**src/rtl/sqrt_reduce_pipe.sv**
```systemverilog
// sqrt_reduce_pipe: N-channel pipelined restoring integer square root with sum/max reduction.
module sqrt_reduce_pipe #(
  parameter  int N_CH = 3,
  parameter  int W    = 32,
  localparam int RW   = W / 2,
  localparam int SW   = N_CH == 1 ? RW : RW + $clog2(N_CH)
) (
  input  logic              clk,
  input  logic              rst_n,
  input  logic              arg_vld,
  input  logic [N_CH*W-1:0] arg,
  input  logic [N_CH-1:0]   ch_en,
  input  logic              op,
  output logic              res_vld,
  output logic [SW-1:0]     res,
  output logic              busy
);
  logic [RW-1:0]        v_q, v_d, op_q, op_d;
  logic [N_CH-1:0]      en_q [RW], en_d [RW];
  logic [N_CH*RW-1:0]   roots;
  logic                 res_vld_q, res_vld_d, busy_q, busy_d;
  logic [SW-1:0]        res_q, res_d, sum, mx, rt;

  always_comb begin
    v_d = {v_q[RW-2:0], arg_vld};
    en_d = en_q;
    op_d = op_q;
    en_d[0] = arg_vld ? ch_en : en_q[0];
    op_d[0] = arg_vld ? op : op_q[0];
    for (int k = 1; k < RW; k++) begin
      en_d[k] = v_q[k-1] ? en_q[k-1] : en_q[k];
      op_d[k] = v_q[k-1] ? op_q[k-1] : op_q[k];
    end
  end

  // Each stage shifts in two operand bits and resolves one root bit; disabled lanes hold.
  for (genvar c = 0; c < N_CH; c++) begin : g_ch
    logic [RW+1:0] rem_q [RW], rem_d [RW], rem_i [RW], nxt [RW];
    logic [RW-1:0] root_q [RW], root_d [RW], root_i [RW];
    logic [W-1:0]  opd_q [RW], opd_d [RW], opd_i [RW];
    logic [RW+3:0] cur [RW];
    logic [RW-1:0] ld, ge;
    always_comb begin
      rem_i[0] = '0;
      root_i[0] = '0;
      opd_i[0] = arg[c*W +: W];
      ld[0] = arg_vld & ch_en[c];
      for (int k = 1; k < RW; k++) begin
        rem_i[k] = rem_q[k-1];
        root_i[k] = root_q[k-1];
        opd_i[k] = opd_q[k-1];
        ld[k] = v_q[k-1] & en_q[k-1][c];
      end
      for (int k = 0; k < RW; k++) begin
        cur[k] = {rem_i[k], opd_i[k][W-1 -: 2]};
        ge[k] = cur[k] >= {2'b00, root_i[k], 2'b01};
        nxt[k] = ge[k] ? cur[k][RW+1:0] - {root_i[k], 2'b01} : cur[k][RW+1:0];
        rem_d[k] = ld[k] ? nxt[k] : rem_q[k];
        root_d[k] = ld[k] ? {root_i[k][RW-2:0], ge[k]} : root_q[k];
        opd_d[k] = ld[k] ? opd_i[k] << 2 : opd_q[k];
      end
    end
    always_ff @(posedge clk) begin
      rem_q <= rem_d;
      root_q <= root_d;
      opd_q <= opd_d;
    end
    assign roots[c*RW +: RW] = root_q[RW-1];
  end

  always_comb begin
    sum = '0;
    mx = '0;
    rt = '0;
    for (int c = 0; c < N_CH; c++) begin
      rt = en_q[RW-1][c] ? SW'(roots[c*RW +: RW]) : '0;
      sum = sum + rt;
      mx = rt > mx ? rt : mx;
    end
    res_d = v_q[RW-1] ? (op_q[RW-1] ? mx : sum) : res_q;
    res_vld_d = v_q[RW-1];
    busy_d = arg_vld | (|v_q);
  end

  always_ff @(posedge clk or negedge rst_n) begin
    if (!rst_n) begin
      v_q <= '0;
      res_vld_q <= 1'b0;
      res_q <= '0;
      busy_q <= 1'b0;
    end else begin
      v_q <= v_d;
      res_vld_q <= res_vld_d;
      res_q <= res_d;
      busy_q <= busy_d;
    end
  end

  always_ff @(posedge clk) begin
    en_q <= en_d;
    op_q <= op_d;
  end

  assign res_vld = res_vld_q;
  assign res = res_q;
  assign busy = busy_q;
endmodule

```
**config.mk**
```make
export PLATFORM = sky130hd
export DESIGN_NAME = sqrt_reduce_pipe
export DESIGN_NICKNAME = d
export VERILOG_FILES = /design/src/rtl/sqrt_reduce_pipe.sv
export SDC_FILE = /design/constraint.sdc
export NUM_CORES = 2
export LEC_CHECK = 0
export BUFFER_PORTS_ARGS = -buffer_cell sky130_fd_sc_hd__buf_2
export CAP_MARGIN = 20
export CORE_UTILIZATION = 30
export CTS_CLUSTER_DIAMETER = 120
export DETAILED_ROUTE_END_ITERATION = 8
export GPL_TIMING_DRIVEN = 0
export SLEW_MARGIN = 5
export SYNTH_ARGS = -nofsm -noshare
export SYNTH_HDL_FRONTEND = slang
export SYNTH_SLANG_ARGS = --single-unit
```
**constraint.sdc**
```tcl
create_clock -name clk -period 5.38 [get_ports clk]
set_clock_uncertainty 0.15 [all_clocks]
set_input_delay 0.538 -clock clk [delete_from_list [all_inputs] [get_ports clk]]
set_output_delay 0.538 -clock clk [all_outputs]
set_load 0.005 [all_outputs]
```
Yosys cells after proc, flatten, opt, wreduce, memory -nomap -nowiden
Index checks and enable logic that the tools add are counted.
- register bits after elaboration: 1993
- output and inout bits: 20
- magnitude comparators: 51
- reductions and logical operators: 1
- bitwise operators: 49
- $add $sub $neg: 47
- mux-type cells: 52
- operator list (operator ; count):
    2-to-1 mux 18 bit ; 46
    >= comparator 20 x 10 -> 1 bit ; 3
    >= comparator 20 x 11 -> 1 bit ; 3
    >= comparator 20 x 12 -> 1 bit ; 3
    >= comparator 20 x 13 -> 1 bit ; 3
    >= comparator 20 x 14 -> 1 bit ; 3
    >= comparator 20 x 15 -> 1 bit ; 3
    >= comparator 20 x 16 -> 1 bit ; 3
    >= comparator 20 x 17 -> 1 bit ; 3
    >= comparator 20 x 3 -> 1 bit ; 3
    >= comparator 20 x 4 -> 1 bit ; 3
    >= comparator 20 x 5 -> 1 bit ; 3
    >= comparator 20 x 6 -> 1 bit ; 3
    >= comparator 20 x 7 -> 1 bit ; 3
    >= comparator 20 x 8 -> 1 bit ; 3
    >= comparator 20 x 9 -> 1 bit ; 3
    subtractor 18 x 10 -> 18 bit ; 3
    subtractor 18 x 11 -> 18 bit ; 3
    subtractor 18 x 12 -> 18 bit ; 3
    subtractor 18 x 13 -> 18 bit ; 3
    subtractor 18 x 14 -> 18 bit ; 3
    subtractor 18 x 15 -> 18 bit ; 3
    subtractor 18 x 16 -> 18 bit ; 3
    subtractor 18 x 3 -> 18 bit ; 3
    16 further kinds ; 85

Logic depth before layout (Yosys ltp)
- depth in word-level cells: 8
- depth in mapped cells: 23
- depth with buffers taken out: 20

Least setup slack after synthesis
OpenSTA, ideal clock, no wires.
- kind: register -> register
- start point: register en_q[0] in the netlist's numbering
- end point: register res_q[0] (netlist: res[0])
- data required time: 5.105 ns
- period minus slack after synthesis: 4.674 ns
- setup slack: 0.706 ns
- path buffers: 4
- arrival: 4.400 ns
- stages on the path, launching flop included: 21
- cell sequence: edfxtp_1 > clkbuf_1 > clkbuf_1 > nand2_1 > ha_1 > a21o_1 > a21oi_1 > nor3b_1 > o41a_1 > o31a_1 > clkbuf_1 > buf_1 > a21oi_1 > ha_1 > a21o_1 > a21o_1 > a211oi_1 > a21o_1 > nand2b_1 > a31o_2 > mux2_2
- word-level cells in the longest chain between the ends: 8
- elaborated cells between the ends (all ways): 10
- ends and longest elaborated chain (item ; RTL line ; source):
    start, declared ; 19 ; logic [N_CH-1:0] en_q [RW], en_d [RW];
    start signal, assigned ; 100 ; en_q <= en_d;
    2-to-1 mux 16 bit * ; 76 ; rt = en_q[RW-1][c] ? SW'(roots[c*RW +: RW]) : '0;
    > comparator 18 x 1 -> 1 bit ; 78 ; mx = rt > mx ? rt : mx;
    2-to-1 mux 18 bit ; 78 ;
    > comparator 18 bit ; 78 ;
    2-to-1 mux 18 bit ; 78 ;
    > comparator 18 bit ; 78 ;
    2-to-1 mux 18 bit ; 78 ;
    2-to-1 mux 18 bit * ; 80 ; res_d = v_q[RW-1] ? (op_q[RW-1] ? mx : sum) : res_q;
    end signal, assigned ; 94 ; res_q <= res_d;
    end, declared ; 22 ; logic [SW-1:0] res_q, res_d, sum, mx, rt;
Mark *: on every way between the ends. The rest lies on a longest branch, timed or not.
A chain may end at the register's enable or synchronous reset.

Worst setup path in the final report
- start point: register en_q[1] in the netlist's numbering
- end point: register res_q[0] (netlist: res[0])
- word-level cells in the longest chain between the ends: 6
- elaborated cells between the ends (all ways): 8
- ends and longest elaborated chain (item ; RTL line):
    2-to-1 mux 16 bit * ; 76
    > comparator 18 bit ; 78
    2-to-1 mux 18 bit ; 78
    > comparator 18 bit ; 78
    2-to-1 mux 18 bit ; 78
    2-to-1 mux 18 bit * ; 80
Marks and branches as above.

==> metrics.yaml <==
synthesis:
  synth_area_sq_mm: 0.0903
  synthArstFlopShare: 0.0182
  synthTopCellsByCount: "edfxtp_1 (1,942), inv_1 (585), ha_1 (506)"
  yosysUniqueCellTypes: 86
  syn_inst: 6755
  syn_area_per_cell_sq_um: 13.4
  synth.area.top_cells: "edfxtp_1 (65%), ha_1 (7.0%), xnor2_1 (2.8%), xor2_1 (2.6%), inv_1 (2.4%)"
  yosysWarnings: 0
  ys_seq_area_frac: 0.656
  ys_seq_elements: 1978
  synth_edf_count: 1942
  synth_largest_area_cell: "edfxtp_1"
  yosysTopAreaCellShare: 0.646
  synth_most_common_cell: "edfxtp_1"
  synth_ff_type: "edfxtp_1"
setup_path:
  end_kind: "flop"
  startpoint_type: "flop"
  rrSetupSlack_ns: 0.41
  r2r-start: "en_q[1]"
  crit_required_ns: 5.94
  reg2reg_depth: 20
  critPathArrivalTime_ns: 5.54
  path_max_fanout: 10
  crit_type: "reg2reg"
  r2r-end: "res[0]"
sta:
  final_max_slew_viol_count: 0
  period_share: 0.924
  rsz0062_at_grt: "false"
  hold_ws_ns: 0.207
  hold_viol_final: 0
  slew_headroom: 0.277
  period_minus_slack_ns: 4.97
  setup-violations-final: 0
  worst_pin_slew_ns: 1.07
  fmax_ghz: 0.201
routing:
  firstDrtPassIters: 8
  wirelength_mm: 164
  vias: 51200
  drt-initial-drc-count: 2467
  post_drt_wl_per_cell_microns: 14.4
  drcViolationCount: 0
  drtAntennaViolNets: 0
  viasPerCell: 4.50
final_layout:
  area_growth_syn_to_layout_pct: 16.0
  post-route-cell-area_sq_mm: 0.105
  finalNonFillerCells: 11400
  drive_gt1_frac: 0.0914
  nets: 7862
  ff_latch_area_sq_mm: 0.0592
  multi_input_area_sq_mm: 0.0287
  num-fill-cells: 28600
floorplan:
  die-height_microns: 551
  num_io_pins: 123
  core_sq_mm: 0.300
  num_rows: 201
  fp.dieW_microns: 551
  dieArea_sq_mm: 0.303
  start_util: 0.301
pwr:
  ir_drop_mv: 0.262
  power_density_mw_per_mm2: 318
  p_leak_nw: 39.5
global_route:
  grt_first_pass_wirelength_mm: 265
  track_usage: 0.106
  grt_pass1_vias: 52500
  overflow: 0
  antenna_found_initial: 4
  grt_start_max_net_pins: 42
placement:
  gp_congestion: 0.884
  hpwl_mm: 124
  dp.cells: 10900
  io_buffer_count: 122
  placed_area_sq_mm: 0.0965
worst_hold_path:
  hold_path_class: "reg2reg"
  hold_start: "g_ch[0].opd_i[464]"
  whs_endpoint: "g_ch[0].opd_i[434]"
  min_path_cells: 0
clocking:
  cts_max_path_buffers: 4
  path_clk_slew_ns: 0.06
  cts_sinks: 1978
  clock_latency_ns: 0.87
  cts_buffers: 218
  cts_tree: "done"
  htreeDepth: 4
  root_buffer: "clkbuf_16"
job:
  maxCapViolCount: 0
outcome:
  status: "finished clean"
-- registers in the layout, summed over array words and instances, names as in the netlist --
signal       count
g_ch.root_i    360
en_q            48
g_ch.root_q     48
op_q            16
busy             1
g_ch.opd_i     630
res_vld          1
g_ch.cur       840
res             18
v_q             16
-- logic make-up after synthesis --
logic type | after synthesis | share of synthesized area
adders and majority gates | 523 | 0.0739
buffers and inverters | 681 | 0.0288
muxes | 71 | 0.00862
and+or+nand+nor | 1752 | 0.0969
xor gates and xnor gates | 551 | 0.0534
DFF | 1978 | 0.656
other | 1 | 0.0000415
AOI/OAI and AO/OA | 1198 | 0.0829
-- routing by layer --
layer	routed length, microns	track usage	vias to the layer above
li1	-	-	25800
met1	71200	0.125	24200
met2	80400	0.191	815
met3	5780	0.0177	363
met4	6640	0.0456	4
met5	22	0	-
-- worst max path at each step --
| stage | from | slack (ns) | to | cells past startpoint |
|---|---|---|---|---|
| 2_1_floorplan | en_q[0] | 0.71 | res[0] | 20 |
| 3_3_place_gp | en_q[0] | -0.22 | res[11] | 20 |
| 3_5_place_dp | en_q[0] | -0.23 | res[6] | 21 |
| 4_1_cts | en_q[0] | 0.03 | res[12] | 20 |
| 5_1_grt | en_q[1] | 0.08 | res[10] | 22 |
| 6_report | en_q[1] | 0.41 | res[0] | 20 |
-- power breakdown --
part	internal, mW	switching, mW
clock	8.72	5.84
combinational	0.531	0.724
sequential	17.3	0.234
total	26.6	6.80
-- worst max-delay path: stages, from the launching register on --
cell,delay (ns)
edfxtp_1,0.40
clkbuf_2,0.18
and2_1,0.21
ha_1,0.33
a21o_1,0.16
a21oi_1,0.14
nor3b_1,0.08
o41a_1,0.37
o31a_1,0.28
clkbuf_2,0.22
clkbuf_4,0.27
a21oi_2,0.23
ha_1,0.30
nand3_1,0.15
nor4_1,0.08
a21oi_1,0.13
o21ai_0,0.14
a21oi_2,0.40
nand2_1,0.10
a31o_2,0.26
mux2_2,0.26
-- area by class of cell --
type	count	area share
flip-flops and latches	1978	0.565
multi-input cells	4098	0.273
clock buffers	261	0.0546
well taps	3958	0.0472
repair buffers	260	0.0217
inverters	588	0.0211
clock inverters	132	0.0133
plain buffers	92	0.00376
diodes	1	0.0000239
-- repair_timing --
item                                    in CTS  in global routing
pin swaps                                    0                  1
hold buffers                               105                  0
hold endpoints to repair                   150                  0
endpoints found under the setup margin      15                 16
setup buffers                                0                  3
gates resized for setup                      4                 25
-- cells in the final DEF, fill, tap and decap left out, types with 17 or more instances in the layout --
| master | count |
|---|---|
| a211oi_1 | 30 |
| a21o_1 | 102 |
| a21oi_1 | 367 |
| a31oi_1 | 23 |
| and2_1 | 44 |
| and2_2 | 42 |
| and3_1 | 23 |
| buf_12 | 27 |
| buf_2 | 141 |
| bufinv_16 | 24 |
| clkbuf_1 | 99 |
| clkbuf_16 | 219 |
| clkinv_1 | 40 |
| clkinv_2 | 38 |
| dfrtp_1 | 36 |
| dlygate4sd3_1 | 105 |
| edfxtp_1 | 1942 |
| fa_1 | 17 |
| ha_1 | 506 |
| inv_1 | 585 |
| mux2_2 | 52 |
| nand2_1 | 365 |
| nand2b_1 | 93 |
| nand3_1 | 104 |
| nand3b_1 | 27 |
| nand4_1 | 66 |
| nor2_1 | 448 |
| nor2b_1 | 73 |
| nor3_1 | 197 |
| nor4_1 | 74 |
| o21a_1 | 128 |
| o21ai_0 | 282 |
| o21ai_1 | 17 |
| o21bai_1 | 28 |
| o31ai_1 | 46 |
| or2_2 | 39 |
| or3_1 | 79 |
| or4_1 | 30 |
| xnor2_1 | 284 |
| xor2_1 | 267 |
-- through the flow --
step	worst slack [ns]	power, mW	TNS (ns)	utilization
detailed placement	-0.226	19.1	-2.13	0.322
global placement	-0.223	19.0	-1.78	0.320
CTS	0.0283	33.9	0	0.349
global route	0.0828	34.7	0	0.350
floorplan	0.706	18.6	0	-
finish	0.409	33.4	0	0.350
Power figures use the tool's default switching activity.
